**src/rtl/bcd_sw_pkg.sv**
```systemverilog
// Shared types and constants for the BCD stopwatch controller.
package bcd_sw_pkg;

  typedef enum logic [1:0] {
    IDLE  = 2'd0,
    RUN   = 2'd1,
    PAUSE = 2'd2,
    LAP   = 2'd3
  } sw_state_e;

  typedef logic [3:0] bcd_t;

  localparam bcd_t BCD_MAX = 4'd9;

endpackage

```
**src/rtl/bcd_stopwatch_ctrl_digit.sv**
```systemverilog
// One decade of the stopwatch count: clears, increments 0..9 and wraps.
module bcd_digit
  import bcd_sw_pkg::*;
(
  input  logic clk,
  input  logic reset,
  input  logic clr,
  input  logic inc,
  output bcd_t q,
  output logic at_max
);

  bcd_t q_q, q_d;

  always_comb begin
    q_d = q_q;
    if (clr) begin
      q_d = '0;
    end else if (inc) begin
      q_d = (q_q == BCD_MAX) ? '0 : q_q + 4'd1;
    end
  end

  always_ff @(posedge clk or posedge reset) begin
    if (reset) begin
      q_q <= '0;
    end else begin
      q_q <= q_d;
    end
  end

  assign q      = q_q;
  assign at_max = (q_q == BCD_MAX);

endmodule

```
**src/rtl/bcd_stopwatch_ctrl.sv**
```systemverilog
// Stopwatch controller: run/pause/lap/clear FSM, tick prescaler, BCD digit
// chain with ripple carry enables, lap snapshot and sticky overflow.
module bcd_stopwatch_ctrl
  import bcd_sw_pkg::*;
#(
  parameter int DIGITS   = 4,
  parameter int PRESCALE = 1000
) (
  input  logic                  clk,
  input  logic                  reset,
  input  logic                  start_stop,
  input  logic                  clear,
  input  logic                  lap,
  output logic [4*DIGITS-1:0]   disp_bcd,
  output logic                  running,
  output logic                  lap_hold,
  output logic                  overflow
);

  localparam int PW = $clog2(PRESCALE);
  localparam logic [PW-1:0] PRESC_LAST = PW'(PRESCALE - 1);

  sw_state_e             state_q, state_d;
  logic [PW-1:0]         presc_q, presc_d;
  logic [4*DIGITS-1:0]   snap_q, snap_d;
  logic                  overflow_q, overflow_d;
  logic [4*DIGITS-1:0]   count;
  logic [DIGITS-1:0]     at_max;
  logic [DIGITS-1:0]     inc_en;
  logic                  tick;
  logic                  clear_cnt;

  assign running   = (state_q == RUN) || (state_q == LAP);
  assign lap_hold  = (state_q == LAP);
  assign tick      = running && (presc_q == PRESC_LAST);
  assign clear_cnt = (state_q == PAUSE) && clear;

  // Clear outranks start_stop, which outranks lap; clear only acts in PAUSE.
  always_comb begin
    state_d = state_q;
    case (state_q)
      IDLE:  if (start_stop) state_d = RUN;
      RUN: begin
        if (start_stop)  state_d = PAUSE;
        else if (lap)    state_d = LAP;
      end
      LAP: begin
        if (start_stop)  state_d = PAUSE;
        else if (lap)    state_d = RUN;
      end
      PAUSE: begin
        if (clear)           state_d = IDLE;
        else if (start_stop) state_d = RUN;
      end
      default: state_d = IDLE;
    endcase
  end

  always_comb begin
    presc_d    = presc_q;
    snap_d     = snap_q;
    overflow_d = overflow_q;
    if (clear_cnt) begin
      presc_d    = '0;
      overflow_d = 1'b0;
    end else if (running) begin
      presc_d = tick ? '0 : presc_q + 1'b1;
      if (tick && (&at_max)) overflow_d = 1'b1;
    end
    // Snapshot takes the pre-increment count of the cycle lap is sampled.
    if ((state_q == RUN) && !start_stop && lap) snap_d = count;
  end

  always_comb begin
    inc_en    = '0;
    inc_en[0] = tick;
    for (int i = 1; i < DIGITS; i++) begin
      inc_en[i] = inc_en[i-1] & at_max[i-1];
    end
  end

  for (genvar g = 0; g < DIGITS; g++) begin : g_digit
    bcd_digit u_digit (
      .clk    (clk),
      .reset  (reset),
      .clr    (clear_cnt),
      .inc    (inc_en[g]),
      .q      (count[4*g +: 4]),
      .at_max (at_max[g])
    );
  end

  always_ff @(posedge clk or posedge reset) begin
    if (reset) begin
      state_q    <= IDLE;
      presc_q    <= '0;
      snap_q     <= '0;
      overflow_q <= 1'b0;
    end else begin
      state_q    <= state_d;
      presc_q    <= presc_d;
      snap_q     <= snap_d;
      overflow_q <= overflow_d;
    end
  end

  assign disp_bcd = lap_hold ? snap_q : count;
  assign overflow = overflow_q;

endmodule

```
**config.mk**
```make
export PLATFORM = sky130hd
export DESIGN_NAME = bcd_stopwatch_ctrl
export DESIGN_NICKNAME = d
export VERILOG_FILES = /design/src/rtl/bcd_sw_pkg.sv /design/src/rtl/bcd_stopwatch_ctrl_digit.sv /design/src/rtl/bcd_stopwatch_ctrl.sv
export SDC_FILE = /design/constraint.sdc
export NUM_CORES = 1
export LEC_CHECK = 0
export ABC_AREA = 1
export CAP_MARGIN = 20
export CORE_MARGIN = 8
export CORE_UTILIZATION = 40
export CTS_BUF_LIST = sky130_fd_sc_hd__clkbuf_8
export CTS_CLUSTER_SIZE = 25
export DETAILED_ROUTE_END_ITERATION = 10
export MAX_ROUTING_LAYER = met4
export PLACE_DENSITY = 0.69
export SKIP_LAST_GASP = 1
export SYNTH_ARGS = -nofsm -noshare
export SYNTH_HDL_FRONTEND = slang
export SYNTH_SLANG_ARGS = --single-unit
```
**constraint.sdc**
```tcl
create_clock -name clk -period 1.3 [get_ports clk]
set_input_delay 0.325 -clock clk [delete_from_list [all_inputs] [get_ports clk]]
set_output_delay 0.325 -clock clk [all_outputs]
set_load 0.02 [all_outputs]
```
==> Flow_metrics.wiki <==
{| class="wikitable"
! Metric !! Value
|-
| Fin crit period || roughly 1700 ps
|-
| Leading cell types in the layout, fill and taps excluded || sky130_fd_sc_hd__buf_4, sky130_fd_sc_hd__dfrtp_1, sky130_fd_sc_hd__nand2_1
|-
| Main synth FF type || sky130_fd_sc_hd__dfrtp_1
|-
| MaxCap Viol Count || 0
|-
| Critical setup path kind || flip-flop to primary output
|-
| Largest net degree at the start of global routing || between 40 and 50
|-
| Cell repeated most along the worst path || sky130_fd_sc_hd__buf_4
|-
| Filler-free cell count of the finished design || between 400 and 500
|-
| Number of nets in the synthesized netlist || roughly 320
|-
| Leading cell type in the layout, fill and taps excluded || sky130_fd_sc_hd__buf_4
|-
| Final cycle utilization of the critical path || 128%
|-
| Nets@finish || approximately 430
|-
| Area of the die || 9130 sq um
|-
| Required @ worst endpoint || 980 ps
|-
| Critical Path, Cell by Cell || nand2_4 -> buf_4 -> nand2_1 -> o21ai_1 -> buf_4
|-
| Peak fanout along the critical path || 7
|-
| Violated checks || negative setup slack
|-
| Remaining global-route overflow || 0
|-
| Worst Tran Pin Value || between 200 and 300 ps
|-
| Endpoints failing hold || 0
|-
| Share of flip-flops with an asynchronous set or reset after synthesis || 100%
|-
| VDD IR-drop max || roughly 1100 uV
|-
| Die Y-Extent || ~96 um
|-
| Via count || roughly 2600
|-
| Total routing resource utilization after global routing || ~16%
|-
| Worst-case reg-to-reg path depth || 8
|-
| Final weighted congestion in routability-driven placement || 0.876
|-
| Result of the run || complete, but fails checks
|-
| Chip Width || ~96 um
|-
| Clock transition time at the flip-flop clock pins of the worst setup and hold paths || roughly 90 ps
|-
| Cell with the largest stage delay on the worst path || sky130_fd_sc_hd__dfrtp_1
|-
| Max Clock Freq || approximately 600 MHz
|-
| Rows || 29
|-
| Dpl cells || 465
|-
| Drt wl/cell || around 16 um
|-
| Nature of the critical path startpoint || flip-flop
|-
| Largest stage delay, worst path || slightly above 400 ps
|-
| Post-DR vias/cell || roughly 5.2
|-
| Placeable core area || between 6000 and 7000 sq um
|-
| Buffers and inverters on the worst path || 2
|-
| Count of cell types in the netlist || 32
|-
| Unrepaired setup endpoints after global routing || true
|-
| Number of search-and-repair iterations in the first detailed-routing pass || 4
|-
| Half-perimeter wire length after placement || 4610 um
|-
| Number of synthesized register bits || 45
|-
| Antenna fix cells || 0
|-
| Minimum setup slack among reg-to-reg paths || -170 ps
|-
| Global-route wire length before repair || around 11000 um
|-
| Post-Synthesis Cell Area || 2530 sq um
|-
| FF-to-FF Start || presc_q[0]$_DFFE_PP0P_
|-
| Average cell area after synthesis || just over 8 sq um
|-
| Antenna-violating nets left || 0
|-
| Effective utilization at floorplan || 40.5%
|-
| Fraction of layout cells with a size suffix above 1 || 57.3%
|-
| Clock H-tree levels || 2
|-
| Number of warnings reported in the yosys synthesis log || 0
|-
| Worst slew margin relative to its limit || 82.4%
|-
| Final Max Slew Viols || 0
|-
| Worst-case clock skew || 14.3 ps
|-
| Antenna violations before repair || 0
|-
| Cts-stage hold buffer count || 0
|-
| Setup slack of the critical path after layout || -369 ps
|-
| Synthesis-to-layout area growth || 71.3%
|-
| Root buffer selected by CTS || sky130_fd_sc_hd__clkbuf_8
|-
| Ratio of total power to cell area || between 1500 and 2000 nW/um^2
|-
| DRC violation total after the first TritonRoute iteration || about 150
|-
| DRC violations left || 0
|-
| Reg-to-Reg End || g_digit[3].u_digit.q[2]$_DFFE_PP0P_
|-
| TritonCTS sink count || 45
|-
| Data arrival time of the critical path || 1340 ps
|-
| Final setup fails || 61
|-
| Clock insertion delay at the later pin of the skew report || ~300 ps
|-
| CTS tree || yes
|-
| Port buffer count || 23
|-
| Number of top-level pins || 24
|-
| Largest delay share family, worst path || flip-flops
|-
| Via count of the first global-routing pass || ~2500
|-
| Number of synthesized flops with an enable pin || 0
|-
| Count of mapped cells out of synthesis || just over 300
|-
| Fraction of the yosys area taken by sequential cells || 44.5%
|-
| Cell leakage power || 2.01 nW
|-
| Worst hold-check path type || input port to asynchronous set/reset pin
|-
| Maximum buffer depth of the clock tree || 2
|-
| Summed negative setup slack over all endpoints || -9750 ps
|-
| Cts bufs inserted || 5
|-
| Routed wire length || just under 8000 um
|-
| Critical Path End Type || primary output
|}
-- power breakdown --
group / switching [mW] / internal (mW)
logic: 2.08 / 1.82
clock network: 0.497 / 0.366
registers: 0.235 / 1.70
-- worst min-delay path: cells and delay by family --
kind,cells,cell delay [ps]
buffers and inverters,3,770
-- timing repair --
item / in CTS / in global routing
setup endpoints to repair: 61 / 61
resized for setup: 125 / 144
cloned: 1 / 3
pin swaps: 7 / 36
hold endpoints to repair: 0 / 0
setup buffers: 4 / 11
-- Yosys cell counts (5+ instances only) --
library cell	instances	share of area [%]
sky130_fd_sc_hd__a21oi_1	5	0.99
sky130_fd_sc_hd__nand3_1	27	5.3
sky130_fd_sc_hd__o21ai_0	35	6.9
sky130_fd_sc_hd__inv_1	28	4.2
sky130_fd_sc_hd__buf_2	6	1.2
sky130_fd_sc_hd__ha_1	9	4.5
sky130_fd_sc_hd__inv_2	5	0.74
sky130_fd_sc_hd__nand4_1	5	1.2
sky130_fd_sc_hd__nor2_1	26	3.9
sky130_fd_sc_hd__dfrtp_1	45	45
sky130_fd_sc_hd__xor2_1	7	2.4
sky130_fd_sc_hd__nand2_1	69	10
sky130_fd_sc_hd__o21ai_2	5	1.7
-- logic make-up after synthesis --
kind of cell	after synthesis	share of synthesized area, %
simple gates	151	29.8
compound gates	52	11.3
flops	45	44.5
buf+inv	43	7.17
fa+ha+maj	9	4.45
xor+xnor	8	2.77
-- worst max-delay path by stage --
stage,start,end,slack (ps),cells after the start
2_1_floorplan,state_q[0]$_DFFE_PP0P_,disp_bcd[10],-80,5
3_3_place_gp,state_q[1]$_DFFE_PP0P_,disp_bcd[0],-610,5
3_5_place_dp,state_q[1]$_DFFE_PP0P_,disp_bcd[5],-690,5
4_1_cts,state_q[0]$_DFFE_PP0P_,disp_bcd[10],-370,5
5_1_grt,state_q[1]$_DFFE_PP0P_,disp_bcd[7],-430,5
6_report,state_q[1]$_DFFE_PP0P_,disp_bcd[7],-370,5
-- registers in the layout (all words and copies together) (netlist names) --
name and cells:
overflow 1, g_digit.u_digit.q 16, state_q 2, snap_q 16, presc_q 10
-- through the flow --
stage / util, % / worst slack (ps) / power [mW] / hold slack [ps] / instance area (sq um)
after global routing: 69.4 / -427 / 7.06 / 446 / 4330
after detailed placement: 56.3 / -685 / 4.72 / 473 / 3510
after CTS: 59.4 / -367 / 5.83 / 432 / 3710
after floorplan: - / -79.8 / 3.50 / 336 / 2720
final: 69.4 / -369 / 6.69 / 416 / 4330
after global placement: 56.3 / -615 / 4.62 / 467 / 3510
-- layout make-up --
cell class | count | area [sq um]
Clock buffer | 5 | 68.8
Clock inverter | 3 | 13.8
Inverter | 35 | 173
Timing Repair Buffer | 106 | 978
Tap cell | 77 | 96.3
Multi-Input combinational cell | 221 | 1880
Fill cell | 426 | 1910
Sequential cell | 45 | 1130
-- routing by layer --
layer	vias to the layer above	share of wire (%)	track usage, %	wire, um
met5	-	0	-	0
met4	0	1.6	5.12	127
met3	12	3.3	2.52	259
met2	52	56	28.0	4410
met1	1278	39	18.5	3090
li1	1228	-	-	-
Power figures use the tool's default switching activity.
